[config.mk]
export PLATFORM = sky130hd
export DESIGN_NAME = mc_controller
export DESIGN_NICKNAME = d
export VERILOG_FILES = /design/src/rtl/mc_ctrl_pkg.sv /design/src/rtl/mc_cond_check.sv /design/src/rtl/mc_controller.sv
export SDC_FILE = /design/constraint.sdc
export NUM_CORES = 1
export LEC_CHECK = 0
export CORE_MARGIN = 2
export CORE_UTILIZATION = 44
export DETAILED_ROUTE_END_ITERATION = 10
export HOLD_SLACK_MARGIN = 0.1
export PLACE_DENSITY = 0.94
export REMOVE_ABC_BUFFERS = 1
export SETUP_SLACK_MARGIN = 0.4
export SLEW_MARGIN = 20
export SYNTH_ARGS = -nofsm -noshare
export SYNTH_HDL_FRONTEND = slang
export SYNTH_SLANG_ARGS = --single-unit
[constraint.sdc]
create_clock -name clk -period 4.04 [get_ports clk]
set_clock_uncertainty 0.05 [all_clocks]
set_input_delay 0.404 -clock clk [delete_from_list [all_inputs] [get_ports clk]]
set_output_delay 0.404 -clock clk [all_outputs]
set_load 0.03 [all_outputs]
[src/rtl/mc_ctrl_pkg.sv]
// Shared types and constants for the multicycle ARM-subset controller:
// FSM state enum, ALU op codes, condition codes, mux encodings and the
// condition-code evaluation helper.
package mc_ctrl_pkg;

    typedef enum logic [3:0] {
        sFetch, sDecode, sMemAdr, sMemRead, sMemWb,
        sMemWrite, sExecR, sExecI, sAluWb, sBranch
    } state_t;

    // ALU operations (sized to the widest supported ALUControl)
    localparam logic [2:0] aluAdd = 3'd0;
    localparam logic [2:0] aluSub = 3'd1;
    localparam logic [2:0] aluAnd = 3'd2;
    localparam logic [2:0] aluOrr = 3'd3;
    localparam logic [2:0] aluEor = 3'd4;

    // ARM condition field
    localparam logic [3:0] condEq = 4'b0000;
    localparam logic [3:0] condNe = 4'b0001;
    localparam logic [3:0] condCs = 4'b0010;
    localparam logic [3:0] condCc = 4'b0011;
    localparam logic [3:0] condMi = 4'b0100;
    localparam logic [3:0] condPl = 4'b0101;
    localparam logic [3:0] condVs = 4'b0110;
    localparam logic [3:0] condVc = 4'b0111;
    localparam logic [3:0] condHi = 4'b1000;
    localparam logic [3:0] condLs = 4'b1001;
    localparam logic [3:0] condGe = 4'b1010;
    localparam logic [3:0] condLt = 4'b1011;
    localparam logic [3:0] condGt = 4'b1100;
    localparam logic [3:0] condLe = 4'b1101;
    localparam logic [3:0] condAl = 4'b1110;

    // Datapath mux encodings
    localparam logic [1:0] srcARn      = 2'b00;
    localparam logic [1:0] srcAPc      = 2'b01;
    localparam logic [1:0] srcBRm      = 2'b00;
    localparam logic [1:0] srcBImm     = 2'b01;
    localparam logic [1:0] srcBFour    = 2'b10;
    localparam logic [1:0] resAluOut   = 2'b00;
    localparam logic [1:0] resData     = 2'b01;
    localparam logic [1:0] resAluRes   = 2'b10;

    // Evaluate an ARM condition against {N,Z,C,V}; 1111 never executes.
    function automatic logic condHolds(input logic [3:0] cond, input logic [3:0] nzcv);
        logic n, z, c, v, r;
        {n, z, c, v} = nzcv;
        case (cond)
            condEq:  r = z;
            condNe:  r = ~z;
            condCs:  r = c;
            condCc:  r = ~c;
            condMi:  r = n;
            condPl:  r = ~n;
            condVs:  r = v;
            condVc:  r = ~v;
            condHi:  r = c & ~z;
            condLs:  r = ~c | z;
            condGe:  r = (n == v);
            condLt:  r = (n != v);
            condGt:  r = ~z & (n == v);
            condLe:  r = z | (n != v);
            condAl:  r = 1'b1;
            default: r = 1'b0;
        endcase
        return r;
    endfunction

endpackage

[src/rtl/mc_cond_check.sv]
// NZCV flags register, flag-write gating and condition evaluation.
// CondEx is captured once per instruction (at DECODE) so that the
// write-back of the same instruction sees pre-update flags.
module mc_cond_check
    import mc_ctrl_pkg::*;
(
    input  logic       clk,
    input  logic       reset,
    input  logic [3:0] cond,
    input  logic [3:0] aluFlags,
    input  logic       latchCond,
    input  logic       flagWrite,
    input  logic       cvWrite,
    output logic       condEx
);
    logic [3:0] flags;
    logic       condLive;

    // Condition evaluated against the currently registered flags
    always_comb condLive = condHolds(cond, flags);

    // Latch CondEx at DECODE; update flags at end of EXECUTE when executed
    always_ff @(posedge clk or negedge reset) begin
        if (!reset) begin
            flags  <= 4'b0000;
            condEx <= 1'b0;
        end else begin
            if (latchCond) condEx <= condLive;
            if (flagWrite && condEx) begin
                flags[3:2] <= aluFlags[3:2];
                if (cvWrite) flags[1:0] <= aluFlags[1:0];
            end
        end
    end

endmodule

[src/rtl/mc_controller.sv]
// Multicycle control unit: instruction decoder, main FSM and Moore output
// logic. Optional feature macro: MC_CTRL_CMP_EN (decode cmd 1010 as CMP).
module mc_controller
    import mc_ctrl_pkg::*;
#(
    parameter int ALUCTRL_W = 2
) (
    input  logic                 clk,
    input  logic                 reset,
    input  logic [31:12]         Instr,
    input  logic [3:0]           ALUFlags,
    input  logic                 mem_ready,
    output logic                 PCWrite,
    output logic                 MemWrite,
    output logic                 RegWrite,
    output logic                 IRWrite,
    output logic                 AdrSrc,
    output logic [1:0]           RegSrc,
    output logic [1:0]           ALUSrcA,
    output logic [1:0]           ALUSrcB,
    output logic [1:0]           ResultSrc,
    output logic [1:0]           ImmSrc,
    output logic [ALUCTRL_W-1:0] ALUControl
);
    state_t     state;
    logic [1:0] op;
    logic [5:0] funct;
    logic [3:0] cmd;
    logic       rdIsPc;
    logic [2:0] dpOp;
    logic       dpValid, isCmp, undef, sBit, cvWrite, condEx;
    logic [2:0] aluSel;
    logic       unusedRn;

    assign op       = Instr[27:26];
    assign funct    = Instr[25:20];
    assign cmd      = funct[4:1];
    assign rdIsPc   = (Instr[15:12] == 4'b1111);
    assign unusedRn = &{1'b0, Instr[19:16]};

    // Data-processing command decode and undefined-instruction detection
    always_comb begin
        dpOp    = aluAdd;
        dpValid = 1'b0;
        isCmp   = 1'b0;
        case (cmd)
            4'b0100: begin dpOp = aluAdd; dpValid = 1'b1; end
            4'b0010: begin dpOp = aluSub; dpValid = 1'b1; end
            4'b0000: begin dpOp = aluAnd; dpValid = 1'b1; end
            4'b1100: begin dpOp = aluOrr; dpValid = 1'b1; end
            4'b0001: begin
                dpOp    = aluEor;
                dpValid = (ALUCTRL_W >= 3);
            end
`ifdef MC_CTRL_CMP_EN
            4'b1010: begin dpOp = aluSub; dpValid = 1'b1; isCmp = 1'b1; end
`else
`endif
            default: ;
        endcase
        undef   = (op == 2'b11) || (op == 2'b00 && !dpValid) || (op == 2'b01 && funct[5]);
        sBit    = funct[0] | isCmp;
        cvWrite = (dpOp == aluAdd) || (dpOp == aluSub);
    end

    mc_cond_check uCond (
        .clk       (clk),
        .reset     (reset),
        .cond      (Instr[31:28]),
        .aluFlags  (ALUFlags),
        .latchCond (state == sDecode),
        .flagWrite ((state == sExecR || state == sExecI) && sBit),
        .cvWrite   (cvWrite),
        .condEx    (condEx)
    );

    // Main FSM; memory states stall on mem_ready
    always_ff @(posedge clk or negedge reset) begin
        if (!reset) begin
            state <= sFetch;
        end else begin
            case (state)
                sFetch:    if (mem_ready) state <= sDecode;
                sDecode: begin
                    if (undef)              state <= sFetch;
                    else if (op == 2'b01)   state <= sMemAdr;
                    else if (op == 2'b00)   state <= funct[5] ? sExecI : sExecR;
                    else                    state <= sBranch;
                end
                sMemAdr:   state <= funct[0] ? sMemRead : sMemWrite;
                sMemRead:  if (mem_ready) state <= sMemWb;
                sMemWrite: if (mem_ready) state <= sFetch;
                sExecR,
                sExecI:    state <= sAluWb;
                default:   state <= sFetch;
            endcase
        end
    end

    // Moore outputs from state plus Instr/CondEx; all forced low in reset
    always_comb begin
        PCWrite   = 1'b0;
        MemWrite  = 1'b0;
        RegWrite  = 1'b0;
        IRWrite   = 1'b0;
        AdrSrc    = 1'b0;
        ALUSrcA   = srcARn;
        ALUSrcB   = srcBRm;
        ResultSrc = resAluOut;
        aluSel    = aluAdd;
        ImmSrc    = op;
        RegSrc    = {op == 2'b01, op == 2'b10};
        case (state)
            sFetch: begin
                ALUSrcA   = srcAPc;
                ALUSrcB   = srcBFour;
                ResultSrc = resAluRes;
                IRWrite   = mem_ready;
                PCWrite   = mem_ready;
            end
            sDecode: begin
                ALUSrcA   = srcAPc;
                ALUSrcB   = srcBFour;
                ResultSrc = resAluRes;
            end
            sMemAdr:   ALUSrcB = srcBImm;
            sMemRead:  AdrSrc  = 1'b1;
            sMemWb: begin
                ResultSrc = resData;
                RegWrite  = condEx;
                PCWrite   = condEx & rdIsPc;
            end
            sMemWrite: begin
                AdrSrc   = 1'b1;
                MemWrite = condEx;
            end
            sExecR:    aluSel = dpOp;
            sExecI: begin
                ALUSrcB = srcBImm;
                aluSel  = dpOp;
            end
            sAluWb: begin
                RegWrite = condEx & ~isCmp;
                PCWrite  = condEx & ~isCmp & rdIsPc;
            end
            sBranch: begin
                ALUSrcB   = srcBImm;
                ResultSrc = resAluRes;
                PCWrite   = condEx;
            end
            default: ;
        endcase
        if (!reset) begin
            PCWrite   = 1'b0;
            MemWrite  = 1'b0;
            RegWrite  = 1'b0;
            IRWrite   = 1'b0;
            AdrSrc    = 1'b0;
            ALUSrcA   = 2'b00;
            ALUSrcB   = 2'b00;
            ResultSrc = 2'b00;
            ImmSrc    = 2'b00;
            RegSrc    = 2'b00;
            aluSel    = 3'd0;
        end
    end

    assign ALUControl = ALUCTRL_W'(aluSel);

endmodule

After elaboration in Yosys (flattened, before gate mapping)

Cells that the tools add are included.

Register bits: 9
Input port bits: 27
Output and inout port bits: 17
Logic and storage cells: 105

Equality and inequality tests: 37
Mux-type cells: 32
Bitwise gates (word level): 9
Reductions and logical operators: 23

Operators by type and width:

| operator             | count |
|---|---|
| $eq A4 B4 Y1 const B | 11 |
| $eq A4 B3 Y1 const B | 9 |
| $mux W4              | 6 |
| $pmux W4 S6          | 1 |
| $eq A4 B2 Y1 const B | 5 |
| $pmux W1 S15         | 1 |
| $mux W2              | 7 |
| $eq A4 B1 Y1 const B | 3 |
| $logic_not A4 Y1     | 3 |
| $mux W1              | 12 |
| $pmux W3 S4          | 1 |
| $pmux W2 S2          | 2 |
| $reduce_or A2 Y1     | 4 |
| $ne A2 B2 Y1 const B | 3 |
| $reduce_or A3 Y1     | 2 |
| $eq A2 B2 Y1 const B | 2 |
| $logic_and A1 B1 Y1  | 4 |
| $logic_or A1 B1 Y1   | 4 |
| $not A1 Y1           | 4 |
| $reduce_or A4 Y1     | 1 |
| $and A1 B1 Y1        | 3 |
| $eq A3 B1 Y1 const B | 1 |
| $logic_not A3 Y1     | 1 |
| $mux W3              | 1 |
| other kinds (9)      | 10 |

Logic depth before layout (Yosys ltp)

Gate-level depths: netlist of the first run.

Depth after elaboration: 9
Depth in mapped cells: 6
Mapped depth without buffers: 4

By module

A second synthesis of the first run with hierarchy kept.

Cell total of the unflattened synthesis: 120
Area, all modules: 948.4 um^2

Modules (own cells, without submodules):

| module        | instances | cells each | area each (um^2) | seq. area each (um^2) |
|---|---|---|---|---|
| mc_controller | 1         | 85         | 606.8            | 100.1 |
| mc_cond_check | 1         | 35         | 341.6            | 125.1 |

Least setup slack after synthesis of the first run

Ideal clock, no wire load.

Path kind: register -> output
From: register state[1]
To: output port ALUSrcB[1]
Arrival time: 1.771 ns
Path slack: 1.815 ns
Cell stages (with the launch flop): 5
Path through: dfrtp_1 clkbuf_1 nand2b_1 nor3_1 buf_4

Cells in the longest elaborated chain, start to end: 4
Elaborated cells on any way between the ends: 9
Those cells by class: eq/ne (4); mux (2); reduce/logical (3)

RTL lines:

| item                                                                  | line                 | source |
|---|---|---|
| from (decl)                                                           | mc_controller.sv:25  | `state_t state;` |
| from (signal assigned)                                                | mc_controller.sv:80  | `state <= sFetch;` |
| from (signal assigned)                                                | mc_controller.sv:83  | `sFetch: if (mem_ready) state <= sDecode;` |
| from (signal assigned)                                                | mc_controller.sv:85  | `if (undef) state <= sFetch;` |
| $eq A4 B3 Y1 (tied with other cells)                                  | mc_controller.sv:113 | `case (state)` |
| $reduce_or A3 Y1 (no source line) or $reduce_or A2 Y1 (tied branches) | n/a                  |  |
| $pmux W2 S2 *                                                         | mc_controller.sv:113 |  |
| $mux W2 *                                                             | mc_controller.sv:153 | `if (!reset) begin` |
| to (decl)                                                             | mc_controller.sv:20  | `output logic [1:0] ALUSrcB,` |

Every way passes the cells marked *; elsewhere a longest branch is shown, timed or not.

Worst setup path after layout of the first run

From: input port reset
To: output port ALUControl[1]

Cells in the longest elaborated chain, start to end: 1

RTL lines:

| item        | line                 | source |
|---|---|---|
| from (decl) | mc_controller.sv:9   | `input logic reset,` |
| $mux W2     | mc_controller.sv:153 |  |
| to (decl)   | mc_controller.sv:23  | `output logic [ALUCTRL_W-1:0] ALUControl` |

Every way passes these cells.

==> results of run 1 <==
[worst paths after layout]
check | endpoint | slack (ns) | cells past startpoint
max | ALUControl[1] | 1.19 | 6
min | state[2] | 0.40 | 2
max reg2reg | state[2] | 1.76 | 4
min reg2reg | uCond.flags[2] | 0.51 | 1
max in group asynchronous | uCond.flags[1] | 3.38 | 2
min in group clk | uCond.flags[2] | 0.51 | 1
[power by group]
part           internal (W)  switching (W)
sequential         0.000117      0.0000695
combinational      0.000165       0.000164
clock             0.0000379      0.0000294
total              0.000320       0.000263
[worst reg2reg max path, delay by kind of cell (launching register included)]
family	cells	cell delay, ns
flops	1	0.61
compound gates	1	0.15
simple gates	3	1.38
[per-stage QoR]
stage | utilization, % | hold slack [ns] | power [W] | setup WS, ns | cell area (um2)
2_1_floorplan | - | 0.0584 | 0.000392 | 1.66 | 903
3_3_place_gp | 66.2 | 0.479 | 0.000500 | 1.23 | 1330
3_5_place_dp | 66.2 | 0.486 | 0.000515 | 1.19 | 1330
4_1_cts | 67.5 | 0.403 | 0.000585 | 1.18 | 1350
5_1_grt | 67.5 | 0.421 | 0.000629 | 1.01 | 1350
6_report | 67.5 | 0.402 | 0.000584 | 1.19 | 1350
[logic make-up after synthesis]
kind of cell	after synthesis	share of synthesized area, %
AOI/OAI and AO/OA	29	19.7
buffers and inverters	13	6.77
and+or+nand+nor	50	33.1
xor gates and xnor gates	6	5.47
other	1	0.390
muxes	10	11.2
DFF	9	23.4
[cells in the final DEF, fill, tap and decap left out, drive strengths merged, types with 5 or more instances in the layout]
cell	count
clkdlybuf4s50	38
dfrtp	9
nor2	8
a21oi	7
nor2b	6
mux2	6
nand2b	5
nor3b	5
o21ai	5
[per-layer routing]
metal / vias up / track usage [%] / part of all wire (%)
met4: 0 / 9.01 / 1.1
met3: 4 / 4.17 / 7.1
met5: - / 0 / 0
met1: 443 / 23.2 / 41
li1: 492 / - / -
met2: 45 / 36.0 / 51
[Yosys cell counts, types with 2 or more instances]
| library cell | count |
|---|---|
| mux2i_1 | 4 |
| buf_4 | 2 |
| inv_1 | 2 |
| o31ai_1 | 3 |
| and3_1 | 3 |
| mux2_2 | 6 |
| nand2_1 | 4 |
| nor3b_1 | 5 |
| a31oi_1 | 3 |
| and2_1 | 3 |
| xnor2_1 | 3 |
| nand3b_1 | 2 |
| nand2b_1 | 5 |
| o21ai_0 | 4 |
| clkbuf_1 | 7 |
| dfrtp_1 | 9 |
| a22oi_1 | 2 |
| nor2b_1 | 6 |
| a21oi_1 | 7 |
| nor2_1 | 8 |
| o31a_1 | 2 |
| nor3_1 | 3 |
| nor4bb_1 | 2 |
| a211oi_1 | 2 |
| xor2_1 | 3 |
[layout make-up]
cell class	instances	area share, %
multi-input cells	96	49.6
repair buffers	39	28.7
flip-flops and latches	9	16.7
well taps	27	2.50
clock buffers	4	1.94
inverters	2	0.556
[sequential cells by signal, indices dropped and copies added, names as in the netlist]
signal / cells
uCond.condEx: 1
uCond.flags: 4
state: 4
==> results.py, run 1 <==
metrics = {
    "logic_synthesis": {
        "synthTopCellsByArea": "dfrtp_1 23%, mux2_2 7.0%, mux2i_1 4.2%, nor2b_1 3.9%, nor3b_1 3.9%",
        "synth_largest_area_cell": "dfrtp_1",
        "synth_top_flop_cell": "dfrtp_1",
        "synth_top_area_share_pct": 23.4,
        "yosysSeqAreaShare_pct": 23.4,
        "synthDistinctLibCells": 43,
        "synth-edff-count": 0,
        "synth_area_um2": 961,
        "ys_seq_elements": 9,
        "synth.avg_cell_area_um2": 8.14,
        "ys.warnings.count": 0,
        "synthesis.instances": 118,
        "synthArstFlopShare_pct": 100,
    },
    "clock_tree": {
        "cts_root_buf": "clkbuf_4",
        "hold_buffers": 0,
        "cts_htree_levels": 1,
        "tritoncts": "yes",
        "cts_made_buffers": 3,
        "cts_resized": 0,
        "clock-sinks": 9,
        "clockBufferDepth": 2,
        "post-cts-setup-buffer-count": 0,
        "clkLatencyLatePin_ns": 0.26,
        "clkTransAtPathRegs_ns": 0.06,
    },
    "final_layout": {
        "finalNonFillerCells": 177,
        "syn2layout_area_growth_pct": 40.6,
        "diodes": 0,
        "drive_above_1_share_pct": 8.00,
        "fillCellCount": 172,
        "layout.nets": 178,
        "seqCellArea_um2": 225,
        "multi_input_area_um2": 671,
    },
    "die": {
        "die_w_um": 50.7,
        "io_pins": 44,
        "die-area_um2": 2570,
        "std_cell_rows": 16,
        "coreArea_um2": 2000,
        "initial_utilization_pct": 48.0,
        "die_h_um": 50.7,
    },
    "power_and_ir_drop": {
        "power_density_nw_per_um2": 432,
        "peakVddDrop_mv": 0.268,
        "leakagePower_nw": 0.534,
    },
    "placement": {
        "place.gp.congestion": 0.871,
        "dp_hpwl_um": 1900,
        "dpl.cell_count": 173,
        "port_buffers": 38,
    },
    "hold_path": {
        "hold_path.class": "primary input to asynchronous set/reset pin",
    },
    "flow_run": {
        "cap_violations": 0,
    },
    "grt": {
        "grt_usage_pct": 20.3,
        "grt_max_degree": 20,
        "antenna_found_initial": 0,
        "grt_pass1_wl_um": 4030,
        "grt_pass1_vias": 919,
        "overflow": 0,
    },
    "worst_setup_path": {
        "timing.setup.critical_path_class": "primary input to output pin",
        "crit_chain": "clkdlybuf4s50_1 -> buf_4 -> nor2b_1 -> nand4b_1 -> a211oi_1 -> clkdlybuf4s50_1",
        "cp.arrival_ns": 2.40,
        "cpPeakStageDelay_ns": 0.71,
        "crit_family": "buffers and inverters",
        "critPathBufInv": 3,
        "critical_path.startpoint": "reset",
        "cp-end-kind": "output pin",
        "cp-start-kind": "primary input",
        "slowest_stage": "clkdlybuf4s50_1",
        "worstPathMaxFanout": 15,
        "crit_required_ns": 3.59,
        "path_common_cell": "clkdlybuf4s50_1",
        "reg2reg_from": "state[2]",
    },
    "detailed_routing": {
        "vias": 984,
        "antenna_violating_nets_post_route": 0,
        "drt_iter0_markers": 11,
        "first_pass_iters": 4,
        "drc": 0,
        "vias_per_cell": 5.56,
        "wl_per_cell_um": 13.4,
        "drt_wl_total_um": 2370,
    },
    "timing": {
        "period_share_pct": 70.7,
        "period_needed_ns": 2.85,
        "maxSlewViolCount": 0,
        "rsz0062_at_grt": "no",
        "worst_pin_slew_ns": 0.624,
        "finalHoldViolations": 0,
        "slew_headroom_pct": 58.4,
        "tns_ns": 0,
        "setup_violations": 0,
        "max_freq_mhz": 350,
    },
    "run_status": {
        "outcome": "finished, final reports clean",
    },
}
Note: power is estimated with default switching activity, not from simulation.
==> inputs of run 2 (changes only) <==
--- a/config.mk
+++ b/config.mk
@@ -6,10 +6,10 @@
 export NUM_CORES = 1
 export LEC_CHECK = 0
 export CORE_MARGIN = 2
-export CORE_UTILIZATION = 44
+export CORE_UTILIZATION = 37
 export DETAILED_ROUTE_END_ITERATION = 10
 export HOLD_SLACK_MARGIN = 0.1
-export PLACE_DENSITY = 0.94
+export PLACE_DENSITY = 0.86
 export REMOVE_ABC_BUFFERS = 1
 export SETUP_SLACK_MARGIN = 0.4
 export SLEW_MARGIN = 20
==> constraint.sdc (replaced) <==
create_clock -name clk -period 2.4 [get_ports clk]
set_clock_uncertainty 0.05 [all_clocks]
set_input_delay 0.24 -clock clk [delete_from_list [all_inputs] [get_ports clk]]
set_output_delay 0.24 -clock clk [all_outputs]
set_load 0.03 [all_outputs]
==> run 2 against run 1 <==
Compared with the run above:
- global-route usage fell by 0.99 points
- count of clock-buffer cells in the layout did not move
- utilization fell by 9.0 points
- worst hold slack improved by 0.040 ns
- clock power rose by 80%
- critical path type is now flip-flop to flip-flop
==> results.py, run 2 (synthesis gave the netlist of run 1 again) <==
metrics = {
    "run_status": {
        "outcome": "finished, final reports clean",
    },
    "worst_setup_path": {
        "cpPeakStageDelay_ns": 0.56,
        "slowest_stage": "or4b_4",
        "cp-end-kind": "flip-flop",
        "crit_family": "simple AND/OR/NAND/NOR gates",
        "worstPathMaxFanout": 5,
        "timing.setup.critical_path_class": "flip-flop to flip-flop",
        "cp.arrival_ns": 2.03,
        "critPathBufInv": 0,
        "crit_chain": "or4b_4 -> or4_1 -> o21ai_1 -> nor4b_2",
        "cp-start-kind": "flip-flop",
        "crit_required_ns": 2.52,
    },
    "detailed_routing": {
        "drt_wl_total_um": 2910,
        "m1WireLength_um": 1140,
        "vias": 1076,
        "wl_per_cell_um": 14.9,
        "first_pass_iters": 4,
        "dr.max_layer_used": "met3",
        "drt_iter0_markers": 26,
        "vias_per_cell": 5.52,
        "antenna_violating_nets_post_route": 0,
        "wl_met3_um": 183,
        "drc": 0,
        "route.met2.wl_um": 1590,
    },
    "clock_tree": {
        "tritoncts": "yes",
        "cts_htree_levels": 1,
        "clockBufferDepth": 2,
        "clkTransAtPathRegs_ns": 0.06,
        "clkLatencyLatePin_ns": 0.26,
        "clock-sinks": 9,
        "cts_root_buf": "clkbuf_4",
        "cts_made_buffers": 3,
    },
    "timing": {
        "rsz0062_at_grt": "no",
        "max_freq_mhz": 524,
        "period_needed_ns": 1.91,
        "period_share_pct": 79.6,
        "setup_violations": 0,
        "maxSlewViolCount": 0,
        "tns_ns": 0,
        "worst_hold_slack_ns": 0.442,
        "finalHoldViolations": 0,
    },
    "grt": {
        "grt_max_degree": 11,
        "antenna_found_initial": 0,
        "grt_pass1_wl_um": 4160,
        "grt_pass1_vias": 969,
        "grt_usage_pct": 19.3,
        "overflow": 0,
    },
    "final_layout": {
        "mostFrequentLayoutCells": "25 x buf_4, 21 x clkdlybuf4s50_1, 7 x nor2_1, 7 x a21oi_1",
        "fin_util_pct": 58.5,
        "drive_above_1_share_pct": 26.1,
        "layout.nets": 193,
        "diodes": 0,
        "stdcell_area_um2": 1450,
        "fillCellCount": 221,
        "largestRegisters": "state: 4 flops, uCond.flags: 4 flops, uCond.condEx: 1 flops",
        "syn2layout_area_growth_pct": 50.9,
        "layout_commonest_cell": "buf_4",
    },
    "power_and_ir_drop": {
        "p_seq_share_pct": 24.4,
        "power_w": 0.00111,
        "peakVddDrop_mv": 0.471,
        "leakagePower_nw": 0.654,
        "pwr-share-comb_pct": 64.8,
        "power_density_nw_per_um2": 767,
        "swShare_pct": 44.1,
        "internal_power_w": 0.000622,
        "power_frac_clock_pct": 10.8,
        "power.net_switching_w": 0.000491,
    },
    "die": {
        "die_h_um": 55.0,
        "die_w_um": 55.0,
        "std_cell_rows": 18,
        "coreArea_um2": 2480,
        "io_pins": 44,
        "initial_utilization_pct": 38.8,
        "die-area_um2": 3020,
    },
    "placement": {
        "port_buffers": 38,
        "place.gp.congestion": 0.922,
        "place_area_um2": 1340,
        "dp_hpwl_um": 2110,
    },
    "flow_run": {
        "cap_violations": 0,
    },
    "hold_path": {
        "hold_path.class": "primary input to asynchronous set/reset pin",
    },
}
-- run 2: cell types whose count changed in the layout (fill, tap and decap cells not counted), sizes merged --
cell           delta
dlygate4sd3       +2
dlymetal6s2s      +1
clkbuf            +1
dlygate4sd2       +4
buf              +24
clkdlybuf4s50    -17
-- run 2: cell type report --
type | count | area [um2] | share of cell area, %
Clock buffer | 4 | 26.3 | 1.81
Inverter | 2 | 7.51 | 0.518
Multi-Input combinational cell | 96 | 679 | 46.9
Sequential cell | 9 | 229 | 15.8
Tap cell | 30 | 37.5 | 2.59
Timing Repair Buffer | 54 | 470 | 32.4
-- run 2: layer usage --
| metal | GRT usage, % | vias to the layer above |
|---|---|---|
| li1 | - | 524 |
| met3 | 4.30 | 0 |
| met5 | 0 | - |
| met2 | 36.5 | 45 |
| met1 | 22.0 | 507 |
| met4 | 3.66 | 0 |
-- run 2: stage by stage --
step,setup WS [ns],instances
after global placement,0.274,181
after detailed placement,0.234,181
after global routing,0.396,195
after floorplan,0.188,107
after CTS,0.339,188
final,0.490,195
-- run 2: what timing repair did --
action                     4_1_cts  5_1_grt
buffers inserted                 3        5
pin swaps                        0        3
hold buffers                     0        2
setup endpoints to repair        7        9
gates resized for setup          8        6
hold endpoints to repair         0        9
-- run 2: power groups by stage --
stage | logic (W) | clock network (W) | registers, W
4_1_cts | 0.000667 | 0.000126 | 0.000273
5_1_grt | 0.000779 | 0.000138 | 0.000278
2_1_floorplan | 0.000378 | 0 | 0.000282
3_3_place_gp | 0.000608 | 0 | 0.000278
3_5_place_dp | 0.000630 | 0 | 0.000282
6_report | 0.000721 | 0.000121 | 0.000272
-- run 2: path summary, 6_finish.rpt --
check	end	startpoint	slack (ns)	depth (start not counted)
worst max-delay path	state[2]	state[1]	0.49	4
min in group clk	uCond.flags[2]	uCond.flags[2]	0.52	1
worst min register to register	uCond.flags[2]	uCond.flags[2]	0.52	1
worst min-delay path	state[0]	reset	0.44	2
max in group asynchronous	state[2]	reset	1.35	3
worst max register to register	state[2]	state[1]	0.49	4
-- run 2: worst reg2reg max path, cell delays in order, from the launching register on --
cell and delay [ns]:
dfrtp_2 0.43, or4b_4 0.56, or4_1 0.41, o21ai_1 0.16, nor4b_2 0.20
